===== config.mk =====
export PLATFORM = sky130hd
export DESIGN_NAME = serial_deserializer
export DESIGN_NICKNAME = d
export VERILOG_FILES = /design/src/rtl/serial_deserializer_pkg.sv /design/src/rtl/deser_out_reg.sv /design/src/rtl/serial_deserializer.sv
export SDC_FILE = /design/constraint.sdc
export NUM_CORES = 1
export LEC_CHECK = 0
export BUFFER_PORTS_ARGS = -buffer_cell sky130_fd_sc_hd__buf_2
export CORE_UTILIZATION = 40
export CTS_CLUSTER_SIZE = 16
export DETAILED_ROUTE_END_ITERATION = 10
export PLACE_DENSITY = 0.57
export SLEW_MARGIN = 20
export SYNTH_ARGS = -nofsm -noshare
export SYNTH_HDL_FRONTEND = slang
export SYNTH_SLANG_ARGS = --single-unit
export TNS_END_PERCENT = 20

===== constraint.sdc =====
create_clock -name clk -period 2.5 [get_ports clk]
set_clock_uncertainty 0.15 [all_clocks]
set_input_delay 0.375 -clock clk [delete_from_list [all_inputs] [get_ports clk]]
set_output_delay 0.375 -clock clk [all_outputs]
set_load 0.005 [all_outputs]

===== src/rtl/serial_deserializer_pkg.sv =====
// Shared types for the serial deserializer: FSM state encoding and counter sizing.
package serial_deserializer_pkg;

  typedef enum logic [1:0] {
    IDLE  = 2'd0,
    SHIFT = 2'd1,
    PAR   = 2'd2
  } state_e;

  function automatic int cnt_width(input int width);
    return $clog2(width + 1);
  endfunction

endpackage


===== src/rtl/deser_out_reg.sv =====
// One-word valid/ready holding register for assembled words, with a sticky
// overflow flag raised when a completed word cannot be accepted.
module deser_out_reg #(
  parameter int WIDTH = 8
) (
  input  logic             clk,
  input  logic             rst_n,
  input  logic             load,
  input  logic [WIDTH-1:0] load_data,
  input  logic             load_perr,
  input  logic             out_ready,
  output logic [WIDTH-1:0] out_data,
  output logic             out_valid,
  output logic             out_perr,
  output logic             overflow
);

  logic [WIDTH-1:0] data_q, data_d;
  logic             valid_q, valid_d;
  logic             perr_q, perr_d;
  logic             ovf_q, ovf_d;
  logic             load_ok;

  // A pop in the same cycle frees the slot for the incoming word.
  assign load_ok = load && (!valid_q || out_ready);

  always_comb begin
    data_d  = data_q;
    valid_d = valid_q;
    perr_d  = perr_q;
    ovf_d   = ovf_q;
    if (load_ok) begin
      data_d  = load_data;
      perr_d  = load_perr;
      valid_d = 1'b1;
    end else if (valid_q && out_ready) begin
      valid_d = 1'b0;
    end
    if (load && !load_ok) begin
      ovf_d = 1'b1;
    end
  end

  always_ff @(posedge clk) begin
    if (!rst_n) begin
      data_q  <= '0;
      valid_q <= 1'b0;
      perr_q  <= 1'b0;
      ovf_q   <= 1'b0;
    end else begin
      data_q  <= data_d;
      valid_q <= valid_d;
      perr_q  <= perr_d;
      ovf_q   <= ovf_d;
    end
  end

  assign out_data  = data_q;
  assign out_valid = valid_q;
  assign out_perr  = perr_q;
  assign overflow  = ovf_q;

endmodule


===== src/rtl/serial_deserializer.sv =====
// Serial-in/parallel-out frame deserializer with valid/ready output.
// Optional even-parity bit per frame enabled by SERIAL_DESERIALIZER_PARITY_EN.
//
// state | meaning
// IDLE  | waiting for a frame_start bit
// SHIFT | collecting data bits, cnt = bits received so far
// PAR   | all data bits in, waiting for the parity bit
module serial_deserializer
  import serial_deserializer_pkg::*;
#(
  parameter int WIDTH     = 8,
  parameter bit MSB_FIRST = 1'b1
) (
  input  logic             clk,
  input  logic             rst_n,
  input  logic             bit_in,
  input  logic             bit_en,
  input  logic             frame_start,
  output logic [WIDTH-1:0] out_data,
  output logic             out_valid,
  input  logic             out_ready,
  output logic             out_perr,
  output logic             overflow
);

`ifdef SERIAL_DESERIALIZER_PARITY_EN
  localparam bit PAR_EN = 1'b1;
`else
  localparam bit PAR_EN = 1'b0;
`endif

  localparam int            CW       = cnt_width(WIDTH);
  localparam logic [CW-1:0] LAST_CNT = CW'(WIDTH - 1);
  localparam logic [CW-1:0] FULL_CNT = CW'(WIDTH);

  state_e           state_q, state_d;
  logic [CW-1:0]    cnt_q, cnt_d;
  logic [WIDTH-1:0] shift_q, shift_d;
  logic [WIDTH-1:0] start_vec, push_vec;
  logic             deliver;
  logic [WIDTH-1:0] word;
  logic             word_perr;

  // The first bit enters at the far end so that after WIDTH bits it sits at
  // the MSB (MSB_FIRST) or the LSB (!MSB_FIRST).
  always_comb begin
    if (MSB_FIRST) begin
      start_vec = {{(WIDTH-1){1'b0}}, bit_in};
      push_vec  = {shift_q[WIDTH-2:0], bit_in};
    end else begin
      start_vec = {bit_in, {(WIDTH-1){1'b0}}};
      push_vec  = {bit_in, shift_q[WIDTH-1:1]};
    end
  end

  always_ff @(posedge clk) begin
    if (!rst_n) begin
      state_q <= IDLE;
      cnt_q   <= '0;
      shift_q <= '0;
    end else begin
      state_q <= state_d;
      cnt_q   <= cnt_d;
      shift_q <= shift_d;
    end
  end

  always_comb begin
    state_d = state_q;
    cnt_d   = cnt_q;
    shift_d = shift_q;
    if (bit_en) begin
      if (frame_start) begin
        state_d = SHIFT;
        cnt_d   = CW'(1);
        shift_d = start_vec;
      end else begin
        case (state_q)
          SHIFT: begin
            shift_d = push_vec;
            if (cnt_q == LAST_CNT) begin
              if (PAR_EN) begin
                state_d = PAR;
                cnt_d   = FULL_CNT;
              end else begin
                state_d = IDLE;
                cnt_d   = '0;
              end
            end else begin
              cnt_d = cnt_q + CW'(1);
            end
          end
          PAR: begin
            state_d = IDLE;
            cnt_d   = '0;
          end
          default: ;
        endcase
      end
    end
  end

  always_comb begin
    deliver   = 1'b0;
    word      = push_vec;
    word_perr = 1'b0;
    if (bit_en && !frame_start) begin
      if (state_q == SHIFT && cnt_q == LAST_CNT && !PAR_EN) begin
        deliver = 1'b1;
      end
      if (state_q == PAR) begin
        deliver   = 1'b1;
        word      = shift_q;
        word_perr = PAR_EN & ((^shift_q) ^ bit_in);
      end
    end
  end

  deser_out_reg #(
    .WIDTH(WIDTH)
  ) u_out_reg (
    .clk      (clk),
    .rst_n    (rst_n),
    .load     (deliver),
    .load_data(word),
    .load_perr(word_perr),
    .out_ready(out_ready),
    .out_data (out_data),
    .out_valid(out_valid),
    .out_perr (out_perr),
    .overflow (overflow)
  );

endmodule


== Word-level counts from Yosys, hierarchy flattened ==
Index checks and enable logic that the tools add are counted.

* Input bits: 6
* Register bits: 24
* Output and inout port bits: 11

* Reductions and logical operators: 15
* Equality and inequality tests: 4
* Add/sub/neg operators: 1
* Muxes and demuxes: 15

{| class="wikitable"
|+ Operators by type and width
! operator !! count
|-
| $mux W8 || 4
|-
| $mux W4 || 2
|-
| $pmux W4 S2 || 1
|-
| $logic_and A1 B1 Y1 || 5
|-
| $mux W1 || 5
|-
| $add A4 B1 Y4 const B || 1
|-
| $eq A4 B3 Y1 const B || 1
|-
| $mux W2 || 2
|-
| $pmux W2 S2 || 1
|-
| $reduce_and A2 Y1 || 2
|-
| $reduce_bool A2 Y1 || 2
|-
| $logic_not A1 Y1 || 3
|-
| $ne A3 B2 Y1 const B || 1
|-
| $reduce_and A3 Y1 || 1
|-
| $reduce_bool A3 Y1 || 1
|-
| $eq A2 B1 Y1 const B || 1
|-
| $eq A2 B2 Y1 const B || 1
|-
| $logic_or A1 B1 Y1 || 1
|}

== Logic depth before layout (Yosys ltp) ==
Gate-level depths: netlist of run 1.

* Word-level depth: 8
* Depth in mapped cells: 5
* Gate-level depth less buffers: 4

== By module ==
Synthesis of run 1 repeated with hierarchy kept, for this count alone.

* Cells, all modules: 101
* Area, all modules: 959.7 um^2

{| class="wikitable"
|+ Modules (own cells, without submodules)
! module !! area an instance (um^2) !! sequential area each (um^2) !! instances !! cells an instance
|-
| serial_deserializer || 520.5 || 240.2 || 1 || 55
|-
| deser_out_reg || 439.2 || 220.2 || 1 || 46
|}

== Least setup slack after synthesis of run 1 ==
Ideal clock, no wire load.

* Path kind: reg2reg
* From: reg cnt_q[1]
* To: reg u_out_reg.data_q[0], in the netlist u_out_reg.out_data[0]
* Cell stages (with the launch flop): 5
* Data required time: 2.278 ns
* Setup time: 0.072 ns
* Slack: 0.994 ns
* Arrival time: 1.284 ns
* Clock period less this slack: 1.506 ns
* Cell sequence: dfxtp_1 -> ha_1 -> nand3b_4 -> nor3_4 -> mux2i_1

* Longest elaborated chain between the ends: 6

{| class="wikitable"
|+ RTL lines
! item !! RTL line !! source
|-
| start: declaration || serial_deserializer.sv:37 || <nowiki>logic [CW-1:0] cnt_q, cnt_d;</nowiki>
|-
| start signal: assignment || serial_deserializer.sv:63 || <nowiki>cnt_q <= cnt_d;</nowiki>
|-
| $eq A4 B3 Y1 || serial_deserializer.sv:108 || <nowiki>if (state_q == SHIFT && cnt_q == LAST_CNT && !PAR_EN) begin</nowiki>
|-
| $logic_and A1 B1 Y1 || serial_deserializer.sv:108 ||
|-
| $mux W1 || serial_deserializer.sv:108 ||
|-
| $mux W1 || serial_deserializer.sv:111 || <nowiki>if (state_q == PAR) begin</nowiki>
|-
| $mux W1 || serial_deserializer.sv:107 || <nowiki>if (bit_en && !frame_start) begin</nowiki>
|-
| $logic_and A1 B1 Y1 || deser_out_reg.sv:25 || <nowiki>assign load_ok = load && (!valid_q || out_ready);</nowiki>
|-
| end signal: assignment || deser_out_reg.sv:51 || <nowiki>data_q <= data_d;</nowiki>
|-
| end: declaration || deser_out_reg.sv:18 || <nowiki>logic [WIDTH-1:0] data_q, data_d;</nowiki>
|}

No other way between the ends.
A chain may end at the register's enable or synchronous reset.

== Final worst setup path of run 1 ==
* From: reg cnt_q[0]
* To: reg u_out_reg.data_q[7], in the netlist u_out_reg.out_data[7]

Same word-level chain as after synthesis.

==> results.ini, run 1 <==
[clocking]
cts_htree_levels=1
ctsHoldBuffers=0
numCtsBuffers=3
clockRootBuffer=clkbuf_4
cts_resized=0
clock-sinks=22
clock_path_buffers=2
cts_tree=yes
postCtsSetupRepairBufs=0
cts.clk_slew.worst_paths_ns=0.13
clk_latency_ns=0.31

[drt]
post_drt_wl_per_cell_microns=12.5
firstDrtPassIters=2
via_count=847
drt_iter0_markers=7
ant_nets=0
avgViaCountPerCell=5.26
wl_mm=2.01
route.detailed.drc=0

[critical_path]
worst-r2r-cell-count=4
crit_path_start_kind=register
worstPathArrival_ns=1.85
path_cells=ha_1 -> nand3b_4 -> nor3_4 -> mux2i_1
crit_path_max_fanout=8
crit_path_top_delay_cell=nor3_4
cp.required_ns=2.60
cpPeakStageDelay_ns=0.49
crit_type=register to register
crit_path_end_kind=register
reg2reg_to=u_out_reg.out_data[7]
r2r-start=cnt_q[0]
r2r_setup_slack_ns=0.75

[yosys]
synth_seq_area_share_pct=40.3
syn_inst=120
synth_fp_nets=127
synth_mux_area_share_pct=8.25
synthXorXnorAreaFrac_pct=0
async_flop_share_pct=0
synth_edf_count=0
yosys.area_share.adder_pct=1.15
synth_cell_types=32
ys_ff_latch=22
synth_compound_area_share_pct=13.7
yosys_warnings=0
dominantRegCellSynth=dfxtp_1
synth_top_family_by_area=simple AND/OR/NAND/NOR gates
syn_area_sq_mm=0.00109
synthSimpleGateAreaFrac_pct=29.7
avgSynthCellArea_sq_um=9.10

[power]
total_power_mw=0.673
leakage_nw=0.506
ir_drop_v=0.000398
powerDensity_mw_per_mm2=560

[place]
gp_congestion=0.735
dp_cells=157
dp_hpwl_mm=1.35
io_buffers=15

[sta]
finalHoldViolCount=0
period_needed_ns=1.75
finalSetupViolCount=0
setup_tns_ns=0
fin_crit_sh_pct=70.1
final_max_slew_viol_count=0
rsz0062_at_grt=false
worstMarginPinSlew_ns=0.534
relSlewSlack_pct=64.3
clock.fmax_ghz=0.571

[grt]
antenna_found_initial=0
grt_util_all_layers_pct=15.7
grt.overflow.total=0
grt_pass1_vias=742
grt_max_degree=29
grt_pass1_wl_mm=3.24

[die]
die_area_sq_mm=0.00294
rows=18
start_util_pct=43.3
die_height_microns=54.3
core_area_sq_mm=0.00252
die_x_microns=54.3
num_io_pins=17

[min_path]
whs_endpoint=u_out_reg.out_data[0]
min_from=bit_in
whs_path_depth=3
hp-class=input port to register

[cells_and_area]
multi_input_comb_area_sq_um=581
seqCellArea_sq_um=440
antenna_cells=0
area_growth_pct=9.97
final_cell_mix=nand2_1 (22), dfxtp_1 (22), buf_2 (15), mux2i_1 (9)
num-fill-cells=265
instances_no_fill=161
drive_gt1_share_pct=18.3
fin_nets=139

[flow_run]
max_cap_viol_count=0

[outcome]
outcome=finished, final reports clean

critical path, delay by kind of cell, from the launching register on:
family        cells  cell delay, ns
mux               1            0.24
simple gates      2            0.63
flops             1            0.41
fa+ha+maj         1            0.26
how the worst max path moves through the flow:
stage              from                    end  slack [ns]
3_5_place_dp     bit_en  u_out_reg.out_data[4]        0.66
2_1_floorplan  cnt_q[1]  u_out_reg.out_data[0]        0.99
4_1_cts        cnt_q[0]  u_out_reg.out_data[7]        0.73
6_report       cnt_q[0]  u_out_reg.out_data[7]        0.75
3_3_place_gp     bit_en  u_out_reg.out_data[3]        0.71
5_1_grt        cnt_q[0]  u_out_reg.out_data[7]        0.64
Yosys cell counts, types with 2 or more instances:
library cell / number / area share (%)
nand2_1: 22 / 7.6
a21oi_1: 7 / 3.2
dfxtp_1: 22 / 40
nand4b_1: 2 / 1.6
o21a_1: 7 / 4.8
nand3_1: 7 / 3.2
buf_6: 2 / 2.1
buf_4: 3 / 2.1
nor2b_1: 4 / 2.3
inv_1: 2 / 0.69
buf_2: 3 / 1.4
mux2i_1: 9 / 8.2
a21boi_0: 3 / 2.1
and2b_1: 3 / 2.1
nand3b_4: 2 / 3.7
nand2b_1: 6 / 3.4
sequential cells by signal (all words and copies together) (netlist names):
signal / count
u_out_reg.overflow: 1
shift_q: 7
state_q: 1
u_out_reg.out_valid: 1
cnt_q: 4
u_out_reg.out_data: 8
metal layers:
metal	global-route usage (%)	part of all wire, %
met3	2.50	2.0
met4	10.3	2.4
met2	25.6	46
met1	19.0	50
met5	0	0
power by group:
part / switching [mW] / internal (mW)
clock: 0.112 / 0.162
combinational: 0.0250 / 0.0141
sequential: 0.00525 / 0.354
through the flow:
stage	area (sq um)	util [%]	hold WS [ns]	worst slack [ns]
2_1_floorplan	1090	-	0.298	0.994
3_3_place_gp	1150	45.5	0.291	0.707
3_5_place_dp	1150	45.5	0.295	0.664
4_1_cts	1200	47.6	0.149	0.727
5_1_grt	1200	47.6	0.143	0.636
6_report	1200	47.6	0.156	0.747
layout make-up:
| cell class | count | area share [%] |
|---|---|---|
| Clock buffer | 3 | 1.88 |
| Clock inverter | 1 | 2.50 |
| Inverter | 2 | 0.625 |
| Multi-Input combinational cell | 87 | 48.3 |
| Sequential cell | 22 | 36.7 |
| Tap cell | 30 | 3.13 |
| Timing Repair Buffer | 16 | 6.88 |
cells by family after synthesis:
logic type / count (synthesis)
AND/OR/NAND/NOR: 53
adder cells (fa/ha/maj): 1
AO/OA/AOI/OAI: 23
multiplexers: 9
buffers and inverters: 11
other: 1
flip-flops: 22
Note: power is estimated with default switching activity, not from simulation.
==> run 2: changes to the inputs <==
Settings changed: PLACE_DENSITY 0.57 to 0.59.
Clock period 2.5 ns to 1.6 ns, I/O delays scaled along.
==> run 2 against run 1 <==
  * Maximum frequency is 18% higher
  * Worst setup slack worse by 0.64 ns
  * Core utilization is 1.6 points higher
  * Combinational power is 85% higher
  * Critical path depth is 1 higher
  * Cell area is 3.4% higher
  * Non-clock buffer count is 7 higher
  * Total power is 39% higher
  * Final cell count is 4.3% higher
  * Hold slack worse by 0.12 ns
  * Wire length is 2.5% higher
  * First-iteration DRC count grew to 3.1 times the previous value
  * Critical endpoint is now u_out_reg.out_data[6]
  * Highest routed layer unchanged
==> results.ini, run 2 (synthesis gave the netlist of run 1 again) <==
[clocking]
cts_tree=yes  ; unchanged
cts_htree_levels=1  ; unchanged
ctsHoldBuffers=0  ; unchanged
clk_latency_ns=0.30  ; was 0.31 ns
clock-sinks=22  ; unchanged
clock_path_buffers=2  ; unchanged
numCtsBuffers=3  ; unchanged
clockRootBuffer=clkbuf_4  ; unchanged
cts.clk_slew.worst_paths_ns=0.12  ; was 0.13 ns

[sta]
setup_slack_ns=0.111  ; was 0.747 ns
finalHoldViolCount=0  ; unchanged
clock.fmax_ghz=0.672  ; was 0.571 GHz
final_max_slew_viol_count=0  ; unchanged
fin_crit_sh_pct=93.1  ; was 70.1%
rsz0062_at_grt=false  ; unchanged
period_needed_ns=1.49  ; was 1.75 ns
setup_tns_ns=0  ; unchanged
finalSetupViolCount=0  ; unchanged

[place]
io_buffers=15  ; unchanged
dp_hpwl_mm=1.48  ; was 1.35 mm
dpl_worst_slack_ns=0.0653  ; was 0.664 ns
gp_congestion=0.704  ; was 0.735

[critical_path]
crit_path_end=u_out_reg.out_data[6]  ; was u_out_reg.out_data[7]
worstPathArrival_ns=1.57  ; was 1.85 ns
reg2reg_to=u_out_reg.out_data[6]  ; was u_out_reg.out_data[7]
crit_type=register to register  ; unchanged
crit_path_start_kind=register  ; unchanged
worst-r2r-cell-count=5  ; was 4
setup.worst_path.start=cnt_q[1]  ; was cnt_q[0]
cp.required_ns=1.69  ; was 2.60 ns
r2r-start=cnt_q[1]  ; was cnt_q[0]
r2r_setup_slack_ns=0.11  ; was 0.75 ns
crit_path_end_kind=register  ; unchanged
crit_path_max_fanout=6  ; was 8

[die]
rows=18  ; unchanged
die_height_microns=54.3  ; unchanged
start_util_pct=43.3  ; unchanged
core_area_sq_mm=0.00252  ; unchanged
num_io_pins=17  ; unchanged
die_area_sq_mm=0.00294  ; unchanged
die_x_microns=54.3  ; unchanged

[drt]
avgViaCountPerCell=5.13  ; was 5.26
via_count=861  ; was 847
route.detailed.drc=0  ; unchanged
ant_nets=0  ; unchanged
drt_iter0_markers=22  ; was 7
post_drt_wl_per_cell_microns=12.3  ; was 12.5 microns
wl_mm=2.06  ; was 2.01 mm
firstDrtPassIters=4  ; was 2

[grt]
grt_max_degree=29  ; unchanged
grt.overflow.total=0  ; unchanged
grt_util_all_layers_pct=16.6  ; was 15.7%
antenna_found_initial=0  ; unchanged
grt_pass1_vias=791  ; was 742
grt_pass1_wl_mm=3.51  ; was 3.24 mm

[cells_and_area]
drive_gt1_share_pct=24.6  ; was 18.3%
antenna_cells=0  ; unchanged
fin_nets=146  ; was 139
layout_commonest_cell=nand2_1
largest_register_ffs=8  ; unchanged
area_growth_pct=13.7  ; was 9.97%
final_cell_mix=nand2_1 (22), dfxtp_1 (20), buf_2 (15), mux2i_1 (9), buf_4 (8)  ; was nand2_1 (22), dfxtp_1 (22), buf_2 (15), mux2i_1 (9)

[min_path]
whs_path_depth=3  ; unchanged
hp-class=input port to register  ; unchanged

[outcome]
outcome=finished, final reports clean  ; unchanged

[power]
powerDensity_mw_per_mm2=752  ; was 560 mW/mm^2
ir_drop_v=0.000455  ; was 0.000398 V
leakage_nw=0.533  ; was 0.506 nW
total_power_mw=0.935  ; was 0.673 mW

[flow_run]
max_cap_viol_count=0  ; unchanged

[run 2: final cells by class]
type,count,area (sq um)
multi-input cells,87,583
well taps,30,37.5
flip-flops and latches,22,443
fillers,248,1280
clock buffers,4,36.3
inverters,2,7.51
repair buffers,23,135
[run 2: worst min path at each step]
stage,end,from
floorplan,u_out_reg.out_data[0],bit_in
global placement,u_out_reg.out_data[5],u_out_reg.out_data[5]
detailed placement,u_out_reg.out_data[7],u_out_reg.out_data[7]
CTS,u_out_reg.out_data[0],bit_in
global route,u_out_reg.out_data[0],bit_in
finish,u_out_reg.out_data[0],bit_in
[run 2: stage by stage]
step           utilization, %  hold slack [ns]  area, sq um  instances
3_3_place_gp             47.6            0.290         1200        164
6_report                 49.3           0.0343         1240        168
4_1_cts                  49.1           0.0267         1240        168
5_1_grt                  49.3           0.0405         1240        168
2_1_floorplan               -            0.232         1090        120
3_5_place_dp             47.6            0.294         1200        164
[run 2: what timing repair did]
item | 4_1_cts | 5_1_grt
gates resized for setup | 0 | 3
setup endpoints to repair | 0 | 8
setup buffers | 0 | 0
[run 2: critical path: stages (launching register included)]
cell and delay, ns:
dfxtp_2 0.38, ha_2 0.22, nand3b_4 0.12, nor3_4 0.19, buf_4 0.17, mux2i_1 0.18
[run 2: power breakdown]
group	switching, mW	internal [mW]	leakage (nW)
Clock	0.161	0.139	0.0210
Sequential	0.00894	0.554	0.179
Combinational	0.0409	0.0314	0.333
Total	0.211	0.724	0.533
[run 2: routing by layer]
metal  track usage [%]  routed length, microns
met5                 0                       0
met4              7.69                      20
met3              1.67                      41
met2              28.0                    1010
met1              21.1                     989
